### src/rtl/pipe_stage_buf_pkg.sv
// Shared types for inter-stage pipeline buffers: buffer state encoding and
// the payload packing used by stages that drive in_data.
package pipe_stage_buf_pkg;

    typedef enum logic [1:0] {
        EMPTY = 2'b00,
        FULL  = 2'b01,
        SKID  = 2'b10
    } pipe_buf_state_t;

    typedef struct packed {
        logic       reg_write;
        logic       mem_read;
        logic       mem_write;
        logic       branch;
        logic       jump;
        logic [1:0] wb_sel;
        logic [3:0] alu_op;
    } rv32i_control_word_t;

    // Stages pack the control word in the MSBs, followed by the datapath fields.
    typedef struct packed {
        rv32i_control_word_t ctrl;
        logic [31:0]         pc;
        logic [31:0]         rs1_val;
        logic [31:0]         rs2_val;
        logic [31:0]         imm;
        logic [4:0]          rd;
    } stage_payload_t;

    localparam int STAGE_PAYLOAD_W = $bits(stage_payload_t);

    function automatic logic [1:0] occupancy_of(pipe_buf_state_t s);
        case (s)
            FULL:    return 2'd1;
            SKID:    return 2'd2;
            default: return 2'd0;
        endcase
    endfunction

endpackage

### src/rtl/pipe_stage_buf.sv
// Valid/ready pipeline register with optional 2-entry skid buffer, synchronous
// flush and a saturating stall counter.
module pipe_stage_buf
    import pipe_stage_buf_pkg::*;
#(
    parameter int               WIDTH       = 32,
    parameter int               SKID_EN     = 1,
    parameter logic [WIDTH-1:0] RESET_VALUE = '0,
    parameter int               CNT_W       = 16
) (
    input  logic             clk,
    input  logic             rst,
    input  logic             flush,
    input  logic             in_valid,
    output logic             in_ready,
    input  logic [WIDTH-1:0] in_data,
    output logic             out_valid,
    input  logic             out_ready,
    output logic [WIDTH-1:0] out_data,
    output logic [1:0]       occupancy,
    input  logic             clr_stats,
    output logic [CNT_W-1:0] stall_cnt
);

    localparam logic [CNT_W-1:0] CNT_MAX = '1;

    pipe_buf_state_t  state_q, state_d;
    logic [WIDTH-1:0] main_q, main_d;
    logic [WIDTH-1:0] skid_q, skid_d;
    logic [CNT_W-1:0] cnt_q, cnt_d;

    logic in_fire;
    logic out_fire;

    always_ff @(posedge clk or posedge rst) begin
        if (rst) begin
            state_q <= EMPTY;
            main_q  <= RESET_VALUE;
            skid_q  <= RESET_VALUE;
            cnt_q   <= '0;
        end else begin
            state_q <= state_d;
            main_q  <= main_d;
            skid_q  <= skid_d;
            cnt_q   <= cnt_d;
        end
    end

    // With the skid buffer, in_ready depends only on registered state.
    always_comb begin
        if (SKID_EN != 0) begin
            in_ready = (state_q != SKID);
        end else begin
            in_ready = (state_q == EMPTY) || out_ready;
        end
    end

    assign out_valid = (state_q != EMPTY);
    assign out_data  = main_q;
    assign occupancy = occupancy_of(state_q);
    assign stall_cnt = cnt_q;
    assign in_fire   = in_valid && in_ready;
    assign out_fire  = out_valid && out_ready;

    always_comb begin
        state_d = state_q;
        main_d  = main_q;
        skid_d  = skid_q;
        case (state_q)
            EMPTY: begin
                if (in_fire) begin
                    main_d  = in_data;
                    state_d = FULL;
                end
            end
            FULL: begin
                if (in_fire && out_fire) begin
                    main_d = in_data;
                end else if (out_fire) begin
                    state_d = EMPTY;
                end else if (in_fire && (SKID_EN != 0)) begin
                    skid_d  = in_data;
                    state_d = SKID;
                end
            end
            SKID: begin
                if (out_fire) begin
                    main_d  = skid_q;
                    state_d = FULL;
                end
            end
            default: state_d = EMPTY;
        endcase
        // Flush drops every entry but leaves the payload registers untouched.
        if (flush) begin
            state_d = EMPTY;
            main_d  = main_q;
            skid_d  = skid_q;
        end
    end

    always_comb begin
        cnt_d = cnt_q;
        if (clr_stats) begin
            cnt_d = '0;
        end else if (out_valid && !out_ready && (cnt_q != CNT_MAX)) begin
            cnt_d = cnt_q + {{(CNT_W-1){1'b0}}, 1'b1};
        end
    end

endmodule
### config.mk
export PLATFORM = sky130hd
export DESIGN_NAME = pipe_stage_buf
export DESIGN_NICKNAME = d
export VERILOG_FILES = /design/src/rtl/pipe_stage_buf_pkg.sv /design/src/rtl/pipe_stage_buf.sv
export SDC_FILE = /design/constraint.sdc
export NUM_CORES = 1
export LEC_CHECK = 0
export CAP_MARGIN = 20
export CELL_PAD_IN_SITES_DETAIL_PLACEMENT = 2
export CELL_PAD_IN_SITES_GLOBAL_PLACEMENT = 2
export CORE_MARGIN = 4
export CORE_UTILIZATION = 38
export DETAILED_ROUTE_END_ITERATION = 16
export DONT_BUFFER_PORTS = 1
export HOLD_SLACK_MARGIN = 0.02
export PLACE_DENSITY = 0.86
export SETUP_SLACK_MARGIN = 0.4
export SKIP_CTS_REPAIR_TIMING = 1
export SLEW_MARGIN = 20
export SYNTH_ARGS = -nofsm -noshare
export SYNTH_HDL_FRONTEND = slang
export SYNTH_SLANG_ARGS = --single-unit
### constraint.sdc
create_clock -name clk -period 2.44 [get_ports clk]
set_input_delay 0.244 -clock clk [delete_from_list [all_inputs] [get_ports clk]]
set_output_delay 0.244 -clock clk [all_outputs]
set_load 0.02 [all_outputs]
==> implementation parameters <==
Parameter                              Value

Critical path
  R2r setup slk    0.48 ns
  Crit path cell chain    nand3_1 > nor4_4 > buf_4 > o21ai_0 > a21oi_1
  R2R Path Start    stall_cnt[9]
  Critical-path cell with the highest stage delay    dfrtp_1
  Arrival time at the worst endpoint    2.23 ns
  Destination of the worst register-to-register timing path    stall_cnt[5]
  Kind of critical path    flip-flop to flip-flop
  Endpoint kind of the worst setup timing path    flip-flop
  Length in cells of the worst reg-to-reg path    5
  Max Fanout on Critical Path    9
  Type of element launching the critical path    flip-flop
  Largest stage delay, worst path    0.60 ns
  Crit path required time    2.71 ns

Die
  Chip height    108 um
  Chip width    108 um
  CORE AREA    0.00982 mm2
  Io pins    90
  Die Outline Area    0.0118 mm2
  Std cell rows    36
  Starting utilization of the core area    39.0%

GRT
  Via count of the first global-routing pass    2,815
  Global-route wire length before repair    14.9 mm
  Global route total overflow    0
  Largest net degree at the start of global routing    45
  Antenna violations before repair    0
  Total routing resource utilization after global routing    16.4%

Clock network
  Number of buffers between clock root and the deepest sink    2
  Clock sink count    82
  Insertion delay of the later-clocked pin in the worst-skew pair    0.35 ns
  CTS tree    yes
  H-tree levels    3
  Clock transition at the register clock pins on the worst setup and hold paths after CTS    0.10 ns
  Number of buffers added by the clock tree synthesis step    9
  Clock root buffer    clkbuf_8

STA
  Timing-limited maximum frequency    0.510 GHz
  Setup TNS Final    0 ns
  Pins over their slew limit    0
  Number of setup violations in the final report    0
  Transition time at the pin with the least slew margin    0.574 ns
  RSZ-0062 raised after global routing    false
  Ratio of final minimum period to clock period    80.4%
  Min Tclk post-route    1.96 ns
  Final Hold Fails    0
  Final worst clock skew    0.0122 ns
  Max-Slew Margin vs Limit    61.6%

Synth
  Synthesized cell area    0.00383 mm2
  Top cell type by total area after synthesis    dfrtp_1
  Number of enable flip-flop cells after synthesis    0
  Area share of the leading cell type in the synthesized netlist    53.5%
  Yosys synthesis warning count    0
  Proportion of synthesized chip area in sequential cells    53.5%
  Nets in the synthesized netlist    328
  Number of distinct library cell variants in the gate-level netlist after synthesis    37
  Top post-synthesis cells by count    mux2_2, dfrtp_1, a21oi_1
  Synth Register Bits    82
  Synth Flop Type    dfrtp_1
  Fraction of synthesis flops using an asynchronous set or reset pin    100%
  Most frequent cell after synthesis    mux2_2
  Gate Count Post-Synth    289
  Synth Area per Inst    13.3 um2
  Top cells by area in the synthesized netlist    dfrtp_1, mux2_2, a21oi_1

Hold path
  Classification of the worst-slack hold path    input pin to flip-flop
  Hold path depth    1
  Worst hold start    in_data[19]
  Worst Hold End    skid_q[19]

Finish
  Number of diodes added for antenna fixing    0
  Share of final-layout standard cells stronger than drive strength 1    42.4%
  Synth-to-layout area growth    16.7%
  Non-Filler Cell Area, Final    0.00447 mm2
  Nets@finish    355

Power
  Static leakage    1.88 nW
  Worst vdd ir    317 uV
  Power density relative to cell area    769 mW/mm2

Place
  Quantity of I/O buffers inserted on ports    0
  DPL Wire Length    6.56 mm
  Placer Congestion    0.708
  Area of placed instances    0.00404 mm2

Drt
  Via density per instance    5.52
  Number of detailed-routing iterations run before antenna repair    4
  Number of DRC markers after the initial detailed-route iteration    78
  DRC errors left    0
  Routed wire length    10.1 mm
  Vias after detailed routing    2,504
  Average wire length per cell after detail routing    22.2 um
  ANT nets after route    0

Job
  Max Cap Viol    0

Outcome
  Result of the run    finished, final reports clean
power by group:
part,internal (mW),switching (mW),leakage (nW)
registers,1.62,0.310,1.02
logic,0.282,0.167,0.757
clock network,0.514,0.543,0.101
cell type report:
cell class,instances,area (um2)
clock buffer,10,138
sequential,82,2050
multi-input combinational,189,1710
fill,976,5350
inverter,4,18.8
clock inverter,6,73.8
timing repair buffer,30,318
tap,133,166
worst max-delay path: cells and delay by family, from the launching register on:
family,cells,cell delay (ns)
buffers and inverters,1,0.22
flip-flops,1,0.60
AND/OR/NAND/NOR,2,0.73
AO/OA/AOI/OAI,2,0.32
cell families (layout without fill, tap and decap cells):
family / Yosys count / count (layout) / synth area share, %
flip-flops: 82 / 82 / 53.5
AO/OA/AOI/OAI: 35 / 35 / 5.81
buffers and inverters: 18 / 50 / 2.51
AND/OR/NAND/NOR: 55 / 55 / 9.04
multiplexers: 98 / 98 / 28.8
adder cells (fa/ha/maj): 1 / 1 / 0.326
stage by stage:
step                      util [%]  hold slack, ns  setup WS, ns  instances  power [mW]
after floorplan                  -           0.310         0.686        289        2.25
after global placement        41.2           0.309         0.495        417        2.33
after detailed placement      41.2           0.312         0.348        417        2.39
after CTS                     43.3         -0.0828         0.288        433        3.47
after global routing          45.6          0.0204         0.410        454        3.62
final                         45.6          0.0392         0.478        454        3.44
worst max path at each step:
stage / from / cells past startpoint / end
floorplan: stall_cnt[1] / 5 / stall_cnt[4]
global placement: stall_cnt[0] / 6 / stall_cnt[5]
detailed placement: stall_cnt[0] / 6 / stall_cnt[5]
CTS: stall_cnt[0] / 6 / stall_cnt[5]
global route: stall_cnt[0] / 6 / stall_cnt[9]
finish: stall_cnt[9] / 5 / stall_cnt[5]
flip-flops by register name (all words and copies together) (netlist names):
signal     count
out_data      32
skid_q        32
stall_cnt     16
state_q        2
per-layer routing:
layer,part of all wire [%],GRT usage (%)
met3,5.4,5.07
met4,0.84,4.87
met1,38,18.8
met5,0,0
met2,56,29.4
cell usage in the layout (no fill, tap or decap), types with 2 or more instances in the layout:
cell	instances
or3_1	5
o31ai_1	8
dfrtp_1	81
nand4_1	4
and4_1	2
nand3_1	6
buf_12	4
clkinvlp_4	3
inv_1	3
mux2_2	97
buf_4	9
or4_1	7
nor2b_1	2
dlygate4sd3_1	17
nor3_1	3
o21ai_0	5
and3_1	2
nand2_1	7
nand2b_1	2
clkbuf_8	10
nor2_1	7
a21oi_1	15
Power figures use the tool's default switching activity.
